### src/rtl/syn_global_pkg.sv
// rtl/syn_global_pkg.sv - shared datapath widths
package syn_global_pkg;

    localparam int P_32B_W = 32;
    localparam int P_16B_W = 16;

endpackage

### src/rtl/syn_gpu_pkg.sv
// rtl/syn_gpu_pkg.sv - multiplier ID codes and arbiter FSM states
package syn_gpu_pkg;

    localparam int MID_W = 4;

    typedef logic [MID_W-1:0] mid_t;

    localparam mid_t MID_IDLE = '0;

    typedef enum logic [1:0] {
        ST_IDLE,
        ST_ISSUE,
        ST_ARM,
        ST_WAIT_RSP
    } arb_state_e;

    // Client k is tagged k+1 so that MID_IDLE never appears on an issued request.
    function automatic mid_t client_mid(input int unsigned k);
        return mid_t'(k + 1);
    endfunction

endpackage

### src/rtl/syn_rr_arb.sv
// rtl/syn_rr_arb.sv - round-robin pick among N requests, pointer holds last grant
module syn_rr_arb #(
    parameter int N     = 3,
    parameter int IDX_W = (N > 1) ? $clog2(N) : 1
) (
    input  logic             clk_ir,
    input  logic             rst_sync,
    input  logic [N-1:0]     req,
    input  logic             take,
    output logic             any,
    output logic [IDX_W-1:0] idx
);

    logic [IDX_W-1:0] ptr_q;
    logic [IDX_W-1:0] ptr_d;
    logic [IDX_W-1:0] cand;

    // Search order is last-granted+1 upward, so the last winner is checked last.
    always_comb begin
        any  = 1'b0;
        idx  = ptr_q;
        cand = ptr_q;
        for (int i = 1; i <= N; i++) begin
            cand = IDX_W'((int'(ptr_q) + i) % N);
            if (!any && req[cand]) begin
                any = 1'b1;
                idx = cand;
            end
        end
        ptr_d = take ? idx : ptr_q;
    end

    always_ff @(posedge clk_ir) begin
        if (rst_sync) begin
            ptr_q <= IDX_W'(N - 1);
        end else begin
            ptr_q <= ptr_d;
        end
    end

endmodule

### src/rtl/syn_gpu_mul_arb.sv
// rtl/syn_gpu_mul_arb.sv - round-robin arbiter sharing one tagged multiplier between clients
module syn_gpu_mul_arb
    import syn_global_pkg::*;
    import syn_gpu_pkg::*;
#(
    parameter int P_NUM_CLIENTS = 3,
    parameter int P_TIMEOUT     = 32
) (
    input  logic                                  clk_ir,
    input  logic                                  rst_sync,
    input  logic [P_NUM_CLIENTS-1:0]              cl_req_valid,
    input  logic [P_NUM_CLIENTS-1:0][P_32B_W-1:0] cl_req_data,
    output logic [P_NUM_CLIENTS-1:0]              cl_req_ready,
    output logic [P_NUM_CLIENTS-1:0]              cl_rsp_valid,
    output logic [P_32B_W-1:0]                    cl_rsp_data,
    output mid_t                                  mul_req_mid,
    output logic [P_32B_W-1:0]                    mul_req_data,
    input  logic                                  mul_busy,
    input  mid_t                                  mul_rsp_mid,
    input  logic [P_32B_W-1:0]                    mul_rsp_data,
    output logic                                  arb_err
);

    localparam int IDX_W = (P_NUM_CLIENTS > 1) ? $clog2(P_NUM_CLIENTS) : 1;
    localparam int TMO_W = (P_TIMEOUT > 1) ? $clog2(P_TIMEOUT) : 1;

    arb_state_e                 state_q, state_d;
    logic [IDX_W-1:0]           gnt_q, gnt_d;
    logic [TMO_W-1:0]           tmo_q, tmo_d;
    logic [P_NUM_CLIENTS-1:0]   cl_req_ready_q, cl_req_ready_d;
    logic [P_NUM_CLIENTS-1:0]   cl_rsp_valid_q, cl_rsp_valid_d;
    logic [P_32B_W-1:0]         cl_rsp_data_q, cl_rsp_data_d;
    mid_t                       mul_req_mid_q, mul_req_mid_d;
    logic [P_32B_W-1:0]         mul_req_data_q, mul_req_data_d;
    logic                       arb_err_q, arb_err_d;

    logic                       arb_any;
    logic [IDX_W-1:0]           arb_idx;
    logic                       arb_take;
    logic                       rsp_hit;

    syn_rr_arb #(
        .N     (P_NUM_CLIENTS),
        .IDX_W (IDX_W)
    ) u_rr_arb (
        .clk_ir   (clk_ir),
        .rst_sync (rst_sync),
        .req      (cl_req_valid),
        .take     (arb_take),
        .any      (arb_any),
        .idx      (arb_idx)
    );

    assign rsp_hit = (mul_rsp_mid != MID_IDLE);

    always_comb begin
        state_d        = state_q;
        gnt_d          = gnt_q;
        tmo_d          = tmo_q;
        cl_req_ready_d = '0;
        cl_rsp_valid_d = '0;
        cl_rsp_data_d  = cl_rsp_data_q;
        mul_req_mid_d  = MID_IDLE;
        mul_req_data_d = '0;
        arb_err_d      = arb_err_q;
        arb_take       = 1'b0;

        case (state_q)
            ST_IDLE: begin
                if (arb_any && !mul_busy) begin
                    arb_take                = 1'b1;
                    gnt_d                   = arb_idx;
                    cl_req_ready_d[arb_idx] = 1'b1;
                    mul_req_mid_d           = client_mid(32'(arb_idx));
                    mul_req_data_d          = cl_req_data[arb_idx];
                    state_d                 = ST_ISSUE;
                end
            end
            ST_ISSUE: begin
                tmo_d   = '0;
                state_d = ST_ARM;
            end
            // The multiplier shows a stale MID right after a request, so ARM only watches busy.
            ST_ARM: begin
                if (mul_busy) begin
                    state_d = ST_WAIT_RSP;
                end
            end
            ST_WAIT_RSP: begin
                if (rsp_hit) begin
                    cl_rsp_valid_d[gnt_q] = 1'b1;
                    cl_rsp_data_d         = mul_rsp_data;
                    if (mul_rsp_mid != client_mid(32'(gnt_q))) begin
                        arb_err_d = 1'b1;
                    end
                    state_d = ST_IDLE;
                end
            end
            default: state_d = ST_IDLE;
        endcase

        // A response in the final budget cycle still wins over the abort.
        if (state_q == ST_ARM || (state_q == ST_WAIT_RSP && !rsp_hit)) begin
            if (tmo_q == TMO_W'(P_TIMEOUT - 1)) begin
                state_d   = ST_IDLE;
                arb_err_d = 1'b1;
            end else begin
                tmo_d = tmo_q + 1'b1;
            end
        end
    end

    always_ff @(posedge clk_ir) begin
        if (rst_sync) begin
            state_q        <= ST_IDLE;
            gnt_q          <= '0;
            tmo_q          <= '0;
            cl_req_ready_q <= '0;
            cl_rsp_valid_q <= '0;
            cl_rsp_data_q  <= '0;
            mul_req_mid_q  <= MID_IDLE;
            mul_req_data_q <= '0;
            arb_err_q      <= 1'b0;
        end else begin
            state_q        <= state_d;
            gnt_q          <= gnt_d;
            tmo_q          <= tmo_d;
            cl_req_ready_q <= cl_req_ready_d;
            cl_rsp_valid_q <= cl_rsp_valid_d;
            cl_rsp_data_q  <= cl_rsp_data_d;
            mul_req_mid_q  <= mul_req_mid_d;
            mul_req_data_q <= mul_req_data_d;
            arb_err_q      <= arb_err_d;
        end
    end

    assign cl_req_ready = cl_req_ready_q;
    assign cl_rsp_valid = cl_rsp_valid_q;
    assign cl_rsp_data  = cl_rsp_data_q;
    assign mul_req_mid  = mul_req_mid_q;
    assign mul_req_data = mul_req_data_q;
    assign arb_err      = arb_err_q;

endmodule
### config.mk
export PLATFORM = sky130hd
export DESIGN_NAME = syn_gpu_mul_arb
export DESIGN_NICKNAME = d
export VERILOG_FILES = /design/src/rtl/syn_global_pkg.sv /design/src/rtl/syn_gpu_pkg.sv /design/src/rtl/syn_rr_arb.sv /design/src/rtl/syn_gpu_mul_arb.sv
export SDC_FILE = /design/constraint.sdc
export NUM_CORES = 1
export LEC_CHECK = 0
export CAP_MARGIN = 20
export CELL_PAD_IN_SITES_DETAIL_PLACEMENT = 1
export CELL_PAD_IN_SITES_GLOBAL_PLACEMENT = 1
export CORE_MARGIN = 8
export CORE_UTILIZATION = 25
export DETAILED_ROUTE_END_ITERATION = 10
export PLACE_DENSITY = 0.87
export SETUP_SLACK_MARGIN = 0.3
export SYNTH_ARGS = -nofsm -noshare
export SYNTH_HDL_FRONTEND = slang
export SYNTH_SLANG_ARGS = --single-unit
### constraint.sdc
create_clock -name clk_ir -period 2.6 [get_ports clk_ir]
set_input_delay 0.52 -clock clk_ir [delete_from_list [all_inputs] [get_ports clk_ir]]
set_output_delay 0.52 -clock clk_ir [all_outputs]
set_load 0.02 [all_outputs]
==> flow_summary.rst <==
.. list-table::
   :header-rows: 1

   * - Metric
     - Value
   * - Outcome
     - completed
   * - Number of nets with antenna violations after detailed routing
     - 0
   * - Area share of xor/xnor cells in the synthesized design
     - less than 1%
   * - Number of primary I/O pins
     - 213
   * - Headroom to the max-slew limit
     - 65.0%
   * - Final worst path period need
     - between 2 and 2.5 ns
   * - Leading post-synthesis cells by instance count
     - dfxtp_1, nand2_1, a21oi_1, mux2i_1, o2bb2ai_2
   * - Clock buffer count from CTS
     - 9
   * - Share of flip-flops with an asynchronous set or reset after synthesis
     - 0%
   * - Post-layout util
     - 48.8%
   * - Mean Syn Cell Area
     - ~10 µm²
   * - Clk Latency, worst-skew pair
     - about 0.33 ns
   * - Mapped Nets
     - 523
   * - Count of flip-flops with a built-in enable after synthesis
     - 0
   * - Flip-flop and latch count after synthesis
     - 84
   * - Most numerous cell in the Yosys netlist
     - dfxtp_1
   * - Synth Cell Area
     - approximately 0.0038 mm²
   * - Startpoint type of the worst setup path
     - flip-flop
   * - Hold Path Depth
     - 2
   * - Initial core utilization
     - 25.3%
   * - Iteration count of the initial detailed-routing pass
     - 4
   * - DRC
     - 0
   * - Share of post-route cells with drive strength above 1
     - 23.7%
   * - Synthesized-area fraction occupied by adder cells
     - 4.61%
   * - Compound-gate portion of the synthesized area
     - 21.9%
   * - Total clock sinks
     - 84
   * - Peak Freq
     - 0.419 GHz
   * - Maximum fanout count along the critical path
     - 4
   * - Post-route fraction of the period consumed by the critical path
     - 91.9%
   * - Total global routing overflow
     - 0
   * - Post-placement cell count
     - 765
   * - Number of H-tree branching levels
     - 3
   * - Commonest register cell after synthesis
     - dfxtp_1
   * - Crit Path Category
     - reg -> reg
   * - Final count of hold timing violations
     - 0
   * - Quantity of I/O buffers inserted on ports
     - 211
   * - Area share of the leading cell type in the synthesized netlist
     - 44.3%
   * - Slew of the pin with the lowest slew margin
     - 0.525 ns
   * - Worst reg2reg path depth
     - 10
   * - Average routed wire per standard cell
     - 19.8 µm
   * - Worst IR Drop VDD
     - 0.000511 V
   * - Die Outline Area
     - 0.0194 mm²
   * - Antenna cell count
     - 0
   * - Core area
     - 0.0150 mm²
   * - Final GP Congestion
     - 0.865
   * - Worst Hold Slack
     - ~0.46 ns
   * - Gr usage total
     - 15.1%
   * - Post-layout nets
     - 776
   * - Die span in x
     - 139 µm
   * - Main combinational cell family by area after synthesis
     - compound AO/OA/AOI/OAI gates
   * - Antenna violations before repair
     - 0
   * - Sequential element share of the synthesized area
     - 44.3%
   * - Final setup viols
     - 0
   * - Crit path arrival time
     - 2.61 ns
   * - Starting DRT DRC Count
     - 94
   * - Layout Skew
     - 0.0102 ns
   * - Number of buffers added to fix hold violations after cts
     - 0
   * - Element type at the critical path end
     - flip-flop
   * - Drt via density
     - approximately 4.6
   * - Data required time at the worst endpoint
     - 2.82 ns
   * - Reported max-cap violation count
     - 0
   * - Maximum clock path buffer count
     - 2
   * - Vias
     - 3750
   * - Setup repair after global routing missed its margin
     - true
   * - Total wire length after detailed routing
     - 16200 µm
   * - Root Buffer Master
     - clkbuf_16
   * - Synthesized-area fraction occupied by and/or/nand/nor cells
     - 12.9%
   * - Synthesized instance count
     - 371
   * - Worst hold path class
     - reg -> reg
   * - Number of placement rows
     - 45
   * - Dominant cells by area after synthesis
     - dfxtp_1, o2bb2ai_2, mux2i_1
   * - Portion of netlist area occupied by mux cells
     - 9.85%
   * - Global-route wire length before repair
     - between 20000 and 25000 µm
   * - CTS tree
     - yes
   * - Via count of the first global-routing pass
     - 4249
   * - Warnings, synthesis
     - 0
   * - Maximum number of pins on one net before global-route repair
     - 48
   * - Pwr/cell area
     - 1020 mW/mm²
   * - Leakage Power
     - 2.74 nW
   * - Count of unique library cells instantiated by Yosys
     - 50
   * - Largest area contributor in the synthesized netlist
     - dfxtp_1
   * - Final Instance Count excl. Fillers
     - 817
   * - Max-slew violations
     - 0
   * - Area growth from synthesis to final layout
     - 93.0%
   * - Die Y
     - 139 µm
   * - Dpl hpwl
     - 11500 µm
   * - CTS clock-pin slew for the worst setup and hold paths
     - 0.06 ns
kinds of logic (layout without fill, tap and decap cells):
group / count (synthesis) / after routing
AND/OR/NAND/NOR: 107 / 107
AO/OA/AOI/OAI: 90 / 90
flip-flops: 84 / 84
multiplexers: 37 / 37
buffers and inverters: 34 / 292
adder cells (fa/ha/maj): 14 / 14
XOR/XNOR: 4 / 4
other: 1 / 1
per-layer routing:
layer	track usage, %	vias up	wire length (µm)
li1	-	1801	-
met3	6.84	23	1470
met1	14.8	1760	6070
met5	0	-	0
met4	7.05	0	383
met2	26.9	166	8280
worst paths after layout:
kind	startpoint	endpoint	slack, ns
max	u_rr_arb.ptr_q[0]	mul_req_mid[1]	0.21
min	cl_rsp_data[25]	cl_rsp_data[25]	0.46
max reg2reg	u_rr_arb.ptr_q[0]	mul_req_mid[1]	0.21
min reg2reg	cl_rsp_data[25]	cl_rsp_data[25]	0.46
where the power goes:
part	switching (mW)	leakage (nW)	internal [mW]	total, mW
combinational	2.08	1.92	2.47	4.55
clock	0.503	0.137	0.745	1.25
sequential	0.118	0.682	1.53	1.64
total	2.70	2.74	4.74	7.45
critical path: stages, from the launching register on:
cell      delay [ns]
dfxtp_4         0.40
inv_6           0.05
ha_4            0.29
buf_6           0.12
nand3b_1        0.19
buf_4           0.21
a31oi_4         0.14
o31a_1          0.24
inv_2           0.10
ha_4            0.26
nor4_2          0.27
registers in the layout, summed over array words and instances (netlist names):
name and cells:
gnt_q 1, tmo_q 5, cl_rsp_valid 3, arb_err 1, cl_rsp_data 32, mul_req_data 32, state_q 2, u_rr_arb.ptr_q 2
cl_req_ready 3, mul_req_mid 3
stage by stage:
step / power (mW) / worst slack [ns] / instance area, µm² / TNS [ns]
finish: 7.45 / 0.211 / 7330 / 0
floorplan: 3.44 / 0.287 / 3840 / 0
global placement: 4.44 / -0.0212 / 6210 / -0.503
CTS: 6.50 / 0.266 / 6790 / 0
global route: 7.83 / 0.0753 / 7330 / 0
detailed placement: 4.58 / -0.180 / 6210 / -2.85
cells in the final DEF, fill, tap and decap left out, types with 11 or more instances in the layout:
cell type and instances:
mux2i_1 18, clkbuf_16 13, clkdlybuf4s50_1 207, a21oi_1 40
mux2i_4 11, buf_6 13, o2bb2ai_2 26, nand2_1 71
buf_4 28, dfxtp_1 82
area by class of cell:
| cell class | count | area, µm² |
|---|---|---|
| clock buffers | 12 | 236 |
| clock inverters | 4 | 51.3 |
| fillers | 1602 | 7700 |
| inverters | 11 | 53.8 |
| multi-input cells | 253 | 2300 |
| flip-flops and latches | 84 | 1690 |
| well taps | 188 | 235 |
| repair buffers | 265 | 2760 |
what timing repair did:
item | CTS | global route
endpoints found under the hold margin | 0 | 0
resized for setup | 26 | 52
cloned | 3 | 5
pin swaps | 10 | 11
buffers inserted | 15 | 13
setup endpoints to repair | 41 | 37
Power figures use the tool's default switching activity.
